`config.mk`:
```
export PLATFORM = sky130hd
export DESIGN_NAME = operand_vector_packer_flat
export DESIGN_NICKNAME = d
export VERILOG_FILES = /design/src/rtl/operand_vector_packer_if.sv /design/src/rtl/operand_vector_packer.sv /design/src/flat_wrapper.sv
export SDC_FILE = /design/constraint.sdc
export NUM_CORES = 1
export LEC_CHECK = 0
export ABC_AREA = 1
export BUFFER_PORTS_ARGS = -buffer_cell sky130_fd_sc_hd__buf_2
export CAP_MARGIN = 5
export CORE_MARGIN = 5
export CORE_UTILIZATION = 50
export CTS_CLUSTER_DIAMETER = 30
export CTS_CLUSTER_SIZE = 8
export DETAILED_ROUTE_END_ITERATION = 10
export GPL_TIMING_DRIVEN = 0
export PLACE_DENSITY = 0.82
export SYNTH_ARGS = -nofsm -noshare
export SYNTH_HDL_FRONTEND = slang
export SYNTH_SLANG_ARGS = --single-unit
```
`constraint.sdc`:
```
create_clock -name clk_i -period 3.45 [get_ports clk_i]
set_input_delay 0.5175 -clock clk_i [delete_from_list [all_inputs] [get_ports clk_i]]
set_output_delay 0.5175 -clock clk_i [all_outputs]
set_load 0.02 [all_outputs]
```
`src/rtl/operand_vector_packer_if.sv`:
```
// Handshake bundle between the operand stream producer, the packer and the adder-tree front layer.
interface operand_vector_packer_if #(
  parameter int INPUTS_AMOUNT = 8,
  parameter int P             = 8
);
  localparam int CW = $clog2(INPUTS_AMOUNT) + 1;

  logic [P-1:0]  in_data_i;
  logic          in_valid_i;
  logic          in_ready_o;
  logic          in_last_i;
  logic          in_signed_i;
  logic [P-1:0]  out_data_o [INPUTS_AMOUNT];
  logic          out_signed_o;
  logic [CW-1:0] out_count_o;
  logic          out_valid_o;
  logic          out_ready_i;

  modport master (
    output in_data_i, in_valid_i, in_last_i, in_signed_i, out_ready_i,
    input  in_ready_o, out_data_o, out_signed_o, out_count_o, out_valid_o
  );

  modport slave (
    input  in_data_i, in_valid_i, in_last_i, in_signed_i, out_ready_i,
    output in_ready_o, out_data_o, out_signed_o, out_count_o, out_valid_o
  );
endinterface

```
`src/rtl/operand_vector_packer.sv`:
```
// Packs a serial P-bit operand stream into an INPUTS_AMOUNT-slot vector for the adder tree.
// Optional OPERAND_PACKER_B2B_EN lets the first beat of the next vector land during the output handshake.
module operand_vector_packer_slot #(
  parameter int P = 8
) (
  input  logic         clk_i,
  input  logic         rst_ni,
  input  logic         we,
  input  logic         clr,
  input  logic [P-1:0] d,
  output logic [P-1:0] q
);
  // A write wins over the clear so a back-to-back beat survives into slot 0.
  always_ff @(posedge clk_i or negedge rst_ni) begin
    if (!rst_ni)  q <= '0;
    else if (we)  q <= d;
    else if (clr) q <= '0;
  end
endmodule

module operand_vector_packer #(
  parameter int INPUTS_AMOUNT = 8,
  parameter int P             = 8
) (
  input logic                    clk_i,
  input logic                    rst_ni,
  operand_vector_packer_if.slave bus
);
  localparam int IW = $clog2(INPUTS_AMOUNT);
  localparam int CW = IW + 1;

  typedef enum logic {FILL, FULL} state_t;

  state_t                             state;
  logic [IW-1:0]                      idx;
  logic [IW-1:0]                      wr_idx;
  logic                               accept;
  logic                               consume;
  logic                               closing;
  logic                               sgn_q;
  logic [CW-1:0]                      cnt_q;
  logic [INPUTS_AMOUNT-1:0]           we;
  logic [INPUTS_AMOUNT-1:0][P-1:0]    slot_q;

  always_comb begin
`ifdef OPERAND_PACKER_B2B_EN
    bus.in_ready_o = (state == FILL) || bus.out_ready_i;
`else
    bus.in_ready_o = (state == FILL);
`endif
  end

  assign accept  = bus.in_valid_i && bus.in_ready_o;
  assign consume = (state == FULL) && bus.out_ready_i;
  // A beat accepted while FULL can only be the first beat of the next vector.
  assign wr_idx  = (state == FULL) ? '0 : idx;
  assign closing = bus.in_last_i || (wr_idx == IW'(INPUTS_AMOUNT - 1));

  always_ff @(posedge clk_i or negedge rst_ni) begin
    if (!rst_ni) begin
      state <= FILL;
      idx   <= '0;
      sgn_q <= 1'b0;
      cnt_q <= '0;
    end else begin
      if (consume) begin
        state <= FILL;
        idx   <= '0;
        cnt_q <= '0;
      end
      if (accept) begin
        if (wr_idx == '0) sgn_q <= bus.in_signed_i;
        if (closing) begin
          state <= FULL;
          idx   <= '0;
          cnt_q <= {1'b0, wr_idx} + CW'(1);
        end else begin
          idx   <= wr_idx + IW'(1);
        end
      end
    end
  end

  for (genvar k = 0; k < INPUTS_AMOUNT; k++) begin : g_slot
    assign we[k] = accept && (wr_idx == IW'(k));
    operand_vector_packer_slot #(.P(P)) u_slot (
      .clk_i  (clk_i),
      .rst_ni (rst_ni),
      .we     (we[k]),
      .clr    (consume),
      .d      (bus.in_data_i),
      .q      (slot_q[k])
    );
    assign bus.out_data_o[k] = slot_q[k];
  end

  assign bus.out_valid_o  = (state == FULL);
  assign bus.out_signed_o = sgn_q;
  assign bus.out_count_o  = cnt_q;
endmodule

```
`src/flat_wrapper.sv`:
```
// flat-port wrapper written by rule: the top's interface ports become plain ports
module operand_vector_packer_flat 
#(
  parameter int INPUTS_AMOUNT = 8,
  parameter int P             = 8
)
  (clk_i, rst_ni, bus_in_data_i, bus_in_valid_i, bus_in_last_i, bus_in_signed_i, bus_out_ready_i, bus_in_ready_o, bus_out_data_o, bus_out_signed_o, bus_out_count_o, bus_out_valid_o);
  operand_vector_packer_if #(.INPUTS_AMOUNT(INPUTS_AMOUNT), .P(P)) bus_i ();
  input logic clk_i;
  input logic rst_ni;
  input wire logic [$bits(bus_i.in_data_i)-1:0] bus_in_data_i;
  input wire logic [$bits(bus_i.in_valid_i)-1:0] bus_in_valid_i;
  input wire logic [$bits(bus_i.in_last_i)-1:0] bus_in_last_i;
  input wire logic [$bits(bus_i.in_signed_i)-1:0] bus_in_signed_i;
  input wire logic [$bits(bus_i.out_ready_i)-1:0] bus_out_ready_i;
  output wire logic [$bits(bus_i.in_ready_o)-1:0] bus_in_ready_o;
  output wire logic [$bits(bus_i.out_data_o)-1:0] bus_out_data_o;
  output wire logic [$bits(bus_i.out_signed_o)-1:0] bus_out_signed_o;
  output wire logic [$bits(bus_i.out_count_o)-1:0] bus_out_count_o;
  output wire logic [$bits(bus_i.out_valid_o)-1:0] bus_out_valid_o;
  assign bus_i.in_data_i = bus_in_data_i;
  assign bus_i.in_valid_i = bus_in_valid_i;
  assign bus_i.in_last_i = bus_in_last_i;
  assign bus_i.in_signed_i = bus_in_signed_i;
  assign bus_i.out_ready_i = bus_out_ready_i;
  assign bus_in_ready_o = bus_i.in_ready_o;
  assign bus_out_data_o = {>>{bus_i.out_data_o}};
  assign bus_out_signed_o = bus_i.out_signed_o;
  assign bus_out_count_o = bus_i.out_count_o;
  assign bus_out_valid_o = bus_i.out_valid_o;
  operand_vector_packer #(.INPUTS_AMOUNT(INPUTS_AMOUNT), .P(P)) u_core (.clk_i(clk_i), .rst_ni(rst_ni), .bus(bus_i));
endmodule
```
Yosys cells after proc, flatten, opt, wreduce, memory -nomap -nowiden
Index checks and enable logic that the tools add are counted.
{"block": "totals", "register_bits": 73, "out_inout_bits": 71, "input_bits": 14, "wordCells": 63}
{"block": "classes", "bitwise_logic": 1, "add_sub_neg": 2, "n_reduce_logical": 22, "eq_ne": 7, "n_mux": 19}
{"op": "$mux 8", "n": 9}
{"op": "$reduce_bool 2->1", "n": 9}
{"op": "$eq 3x3->1 const B", "n": 4}
{"op": "$mux 3", "n": 4}
{"op": "$mux 4", "n": 3}
{"op": "$logic_and 1x1->1", "n": 10}
{"op": "$eq 3x2->1 const B", "n": 2}
{"op": "$add 3x1->4 const B", "n": 1}
{"op": "$add 3x1->3 const B", "n": 1}
{"op": "$eq 3x1->1 const B", "n": 1}
{"op": "$logic_not 3->1", "n": 1}
{"op": "$mux 1", "n": 3}
{"op": "$reduce_and 2->1", "n": 1}
{"op": "$logic_or 1x1->1", "n": 1}
{"op": "$not 1->1", "n": 1}

Logic depth before layout (Yosys ltp)
{"block": "depth", "word_depth": 5, "mapped_depth": 10, "ltp_nobuf": 10}

By module
A second synthesis with hierarchy kept.
{"block": "unflattened", "hier_cells": 344, "area_unflattened_um2": 3094.2}
{"mod": "operand_vector_packer_slot", "cells_per_inst": 34, "area_each_um2": 321.6, "seq_area_each_um2": 200.2, "instances": 8}
{"mod": "operand_vector_packer", "cells_per_inst": 72, "area_each_um2": 521.8, "seq_area_each_um2": 225.2, "instances": 1}

Least setup slack after synthesis
OpenSTA, ideal clock, no wires.
{"block": "synth_path", "path_type": "register to register", "from": "register u_core.state (netlist: u_core.bus.out_valid_o)", "to": "register u_core.g_slot[7].u_slot.q[0]", "setup_ns": 0.083, "slack_ns": 1.743, "arrival_ns": 1.625, "period_less_slack_ns": 1.707, "stages_incl_launch_ff": 9, "required_time_ns": 3.367, "path_buffers": 0, "cell_sequence": "dfrtp_1 > inv_2 > nand2_1 > nor2_1 > ha_1 > inv_1 > nor2_1 > nand2_1 > o21ai_0"}
{"block": "synth_between", "elab_chain_cells": 4, "elab_cells_between_ends": 8, "cone_classes": "eq/ne (1); mux (2); bitwise (1); reduce/logical (4)"}
{"element": "start: declaration", "line": "operand_vector_packer.sv:34", "source": "state_t state;"}
{"element": "start signal: assignment", "line": "operand_vector_packer.sv:61", "source": "state <= FILL;"}
{"element": "start signal: assignment", "line": "operand_vector_packer.sv:67", "source": "state <= FILL;"}
{"element": "start signal: assignment", "line": "operand_vector_packer.sv:74", "source": "state <= FULL;"}
{"element": "$not 1->1 (*)", "line": "operand_vector_packer.sv:49", "source": "bus.in_ready_o = (state == FILL);"}
{"element": "via bus_in_ready_o", "line": "flat_wrapper.sv:16", "source": "output wire logic [$bits(bus_i.in_ready_o)-1:0] bus_in_ready_o;"}
{"element": "$logic_and 1x1->1 (*)", "line": "operand_vector_packer.sv:53", "source": "assign accept = bus.in_valid_i && bus.in_ready_o;"}
{"element": "$logic_and 1x1->1 (*)", "line": "operand_vector_packer.sv:85", "source": "assign we[k] = accept && (wr_idx == IW'(k));"}
{"element": "$mux 8 / $reduce_bool 2->1 (equally long branches)"}
{"element": "end signal: assignment", "line": "operand_vector_packer.sv:15", "source": "if (!rst_ni) q <= '0;"}
{"element": "end signal: assignment", "line": "operand_vector_packer.sv:16", "source": "else if (we) q <= d;"}
{"element": "end signal: assignment", "line": "operand_vector_packer.sv:17", "source": "else if (clr) q <= '0;"}
{"element": "end: declaration", "line": "operand_vector_packer.sv:11", "source": "output logic [P-1:0] q"}
Mark *: on every way through the listed nets, which the timed path passes. The rest lies on a longest branch.
A chain may end at the register's enable or synchronous reset.

Worst setup path after layout
{"block": "layout_path", "from": "register u_core.state (netlist: u_core.bus.out_valid_o)", "to": "register u_core.g_slot[7].u_slot.q[6]"}
{"block": "layout_between", "elab_chain_cells": 4, "elab_cells_between_ends": 8, "cone_classes": "eq/ne (1); mux (2); bitwise (1); reduce/logical (4)"}
{"element": "$mux 3 / $not 1->1 (equally long branches)", "line": "operand_vector_packer.sv:56, operand_vector_packer.sv:49"}
{"element": "$eq 3x3->1 / $logic_and 1x1->1 (equally long branches)", "line": "operand_vector_packer.sv:85, operand_vector_packer.sv:53"}
{"element": "$logic_and 1x1->1", "line": "operand_vector_packer.sv:85"}
{"element": "$mux 8 / $reduce_bool 2->1 (equally long branches)"}
Several ways; a longest one is shown, not always the timed one.

==> flow_metrics.env <==
export IMPL_rsz0062_at_grt="false"
export IMPL_fin_ws_ns=1.52
export IMPL_clkLatencyLatePin_ns=0.34
export IMPL_drt_pass1_iter_count=4
export IMPL_grt_pass1_wl_um=12500
export IMPL_top_usage_layer="met2"
export IMPL_max_cap_violations=0
export IMPL_worstPathArrival_ns=2.13
export IMPL_die_h_um=88.0
export IMPL_gp_congestion=0.863
export IMPL_grt_pass1_vias=2513
export IMPL_power_frac_comb=0.200
export IMPL_hold_class="input pin to asynchronous set/reset pin"
export IMPL_synthCells=349
export IMPL_fmax_ghz=0.518
export IMPL_final_common_cell="nand2_1"
export IMPL_period_share=0.559
export IMPL_antenna_found_initial=0
export IMPL_final_area_um2=3680
export IMPL_clockRootBuffer="clkbuf_8"
export IMPL_ios=85
export IMPL_ant_nets=0
export IMPL_cp_cell_sequence="inv_2 -> nand2_1 -> nor2_1 -> ha_1 -> inv_1 -> o21ai_1 -> o21ai_0"
export IMPL_coreArea_um2=5920
export IMPL_min_period_ns=1.93
export IMPL_grt_overflow_total=0
export IMPL_numCtsBuffers=9
export IMPL_seq_power_share=0.511
export IMPL_synth_top_cell_by_area="dfrtp_1"
export IMPL_netlist_area_um2=3050
export IMPL_cp_slowest_cell="dfrtp_1"
export IMPL_cellPowerDensity_nw_per_um2=528
export IMPL_synth_top_area_share=0.600
export IMPL_p_int_mw=1.30
export IMPL_final_nets=451
export IMPL_port_buffers=76
export IMPL_dpl_cell_count=500
export IMPL_worst_slew_pin_slew_ns=0.904
export IMPL_ys_ff_latch=73
export IMPL_critical_path_max_fanout=8
export IMPL_grt_use_met3=0.0395
export IMPL_p_clk_frac=0.289
export IMPL_via_count=2703
export IMPL_yosys_warnings=0
export IMPL_crit_path_end_kind="flip-flop"
export IMPL_syn_area_per_cell_um2=8.73
export IMPL_cts_path_max_buffers=2
export IMPL_initialDrtViolationCount=209
export IMPL_die_w_um=88.0
export IMPL_drv_slew=0
export IMPL_place_area_um2=3520
export IMPL_worst_path_buf_inv=2
export IMPL_wl_um=7870
export IMPL_hpwl_um=5580
export IMPL_use_met2=0.348
export IMPL_setup_viol=0
export IMPL_syn_to_final_growth_pct=21.0
export IMPL_dieArea_um2=7750
export IMPL_power_switching_uw=641
export IMPL_slew_limit_headroom=0.397
export IMPL_wl_per_cell_um=15.2
export IMPL_clock_skew_ns=0.00561
export IMPL_cts_htree_levels=3
export IMPL_synth_cell_types=15
export IMPL_cts_hold_buffers=0
export IMPL_avgViaCountPerCell=5.24
export IMPL_use_met1=0.285
export IMPL_path_delay_family="compound AO/OA/AOI/OAI gates"
export IMPL_pre_cts_ws_ns=1.56
export IMPL_ys_seq_area_frac=0.600
export IMPL_status="completed"
export IMPL_grt_max_degree=74
export IMPL_postCtsSetupRepairBufs=0
export IMPL_layout_drive_gt1_share=0.268
export IMPL_path_class="flip-flop to flip-flop"
export IMPL_drc=0
export IMPL_final_hold_viol_count=0
export IMPL_required_ns=3.65
export IMPL_n_antenna_cell=0
export IMPL_clk_pin_slew_ns=0.07
export IMPL_netSwitchingFraction=0.330
export IMPL_mostFrequentLayoutCells="nand2_1, buf_2, dfrtp_1, nand3_1, inv_1"
export IMPL_ir_worst_vdd_uv=341
export IMPL_initial_core_util=0.514
export IMPL_slowest_delay_ns=0.45
export IMPL_p_leak_nw=2.18
export IMPL_fin_tns_setup_ns=0
export IMPL_cts_resized=0
export IMPL_grtUsageTotal=0.215
export IMPL_final_cells=516
export IMPL_cts_tree="yes"
export IMPL_rows=28
export IMPL_cts_sinks=73
export IMPL_finalPower_mw=1.94
export IMPL_syn_nets=364
export IMPL_synth_area_top_cells="dfrtp_1, nand2_1, nand3_1"
export IMPL_crit_path_start_kind="flip-flop"
kinds of logic after synthesis:
family / share of synthesized area
AOI/OAI and AO/OA: 0.0247
adders and majority gates: 0.00411
DFF: 0.600
buffers and inverters: 0.0440
and+or+nand+nor: 0.327
routing by layer:
layer / vias up / wire [µm] / share of wire
li1: 1283 / - / -
met3: 13 / 763 / 0.097
met1: 1286 / 3180 / 0.40
met4: 0 / 126 / 0.016
met2: 121 / 3790 / 0.48
met5: - / 0 / 0
power by group through the flow:
stage | clock network, mW | logic [mW] | registers [mW]
after CTS | 0.568 | 0.394 | 0.992
after floorplan | 0 | 0.142 | 1.10
after global routing | 0.615 | 0.428 | 1.00
final | 0.562 | 0.389 | 0.992
after detailed placement | 0 | 0.394 | 1.01
after global placement | 0 | 0.384 | 1.00
worst reg2reg max path: cells and delay by family (launching register included):
| kind | cells | cell delay (ns) |
|---|---|---|
| AO/OA/AOI/OAI | 2 | 0.55 |
| adder cells (fa/ha/maj) | 1 | 0.24 |
| buffers and inverters | 2 | 0.23 |
| flip-flops | 1 | 0.45 |
| AND/OR/NAND/NOR | 2 | 0.34 |
area by class of cell:
| cell class | count | area [µm²] |
|---|---|---|
| Buffer | 14 | 62.6 |
| Clock buffer | 9 | 124 |
| Clock inverter | 7 | 37.5 |
| Fill cell | 548 | 2240 |
| Inverter | 19 | 71.3 |
| Multi-Input combinational cell | 243 | 1080 |
| Sequential cell | 73 | 1830 |
| Tap cell | 75 | 93.8 |
| Timing Repair Buffer | 76 | 383 |
cell usage after synthesis:
| cell | number |
|---|---|
| nor2_4 | 6 |
| inv_2 | 5 |
| ha_1 | 1 |
| nor2_2 | 2 |
| dfrtp_1 | 73 |
| nand2_2 | 4 |
| buf_2 | 8 |
| nor2_1 | 7 |
| clkbuf_1 | 6 |
| o21ai_1 | 2 |
| nand2_4 | 1 |
| nand3_1 | 62 |
| nand2_1 | 145 |
| o21ai_0 | 13 |
| inv_1 | 14 |
through the flow:
| stage | hold slack [ns] | utilization |
|---|---|---|
| 3_5_place_dp | 0.483 | 0.595 |
| 5_1_grt | 0.372 | 0.622 |
| 6_report | 0.298 | 0.622 |
| 4_1_cts | 0.332 | 0.622 |
| 3_3_place_gp | 0.465 | 0.594 |
| 2_1_floorplan | 0.222 | - |
final timing paths:
kind,start,to,slack [ns],depth (start not counted)
max,u_core.bus.out_valid_o$_DFF_PN0_,u_core.g_slot[7].u_slot.q[6]$_DFFE_PN0P_,1.52,7
min reg2reg,u_core.g_slot[2].u_slot.q[6]$_DFFE_PN0P_,u_core.g_slot[2].u_slot.q[6]$_DFFE_PN0P_,0.50,2
max in group asynchronous,rst_ni,u_core.g_slot[2].u_slot.q[5]$_DFFE_PN0P_,2.57,1
min,rst_ni,u_core.g_slot[1].u_slot.q[6]$_DFFE_PN0P_,0.30,1
min in group clk_i,bus_out_ready_i,u_core.bus.out_valid_o$_DFF_PN0_,0.37,2
max reg2reg,u_core.bus.out_valid_o$_DFF_PN0_,u_core.g_slot[7].u_slot.q[6]$_DFFE_PN0P_,1.52,7
state kept, by name, indices dropped and copies added (netlist names):
name,flops
u_core.g_slot.u_slot.q,64
u_core.bus.out_valid_o,1
u_core.idx,3
u_core.bus.out_signed_o,1
u_core.bus.out_count_o,4
Power figures use the tool's default switching activity.
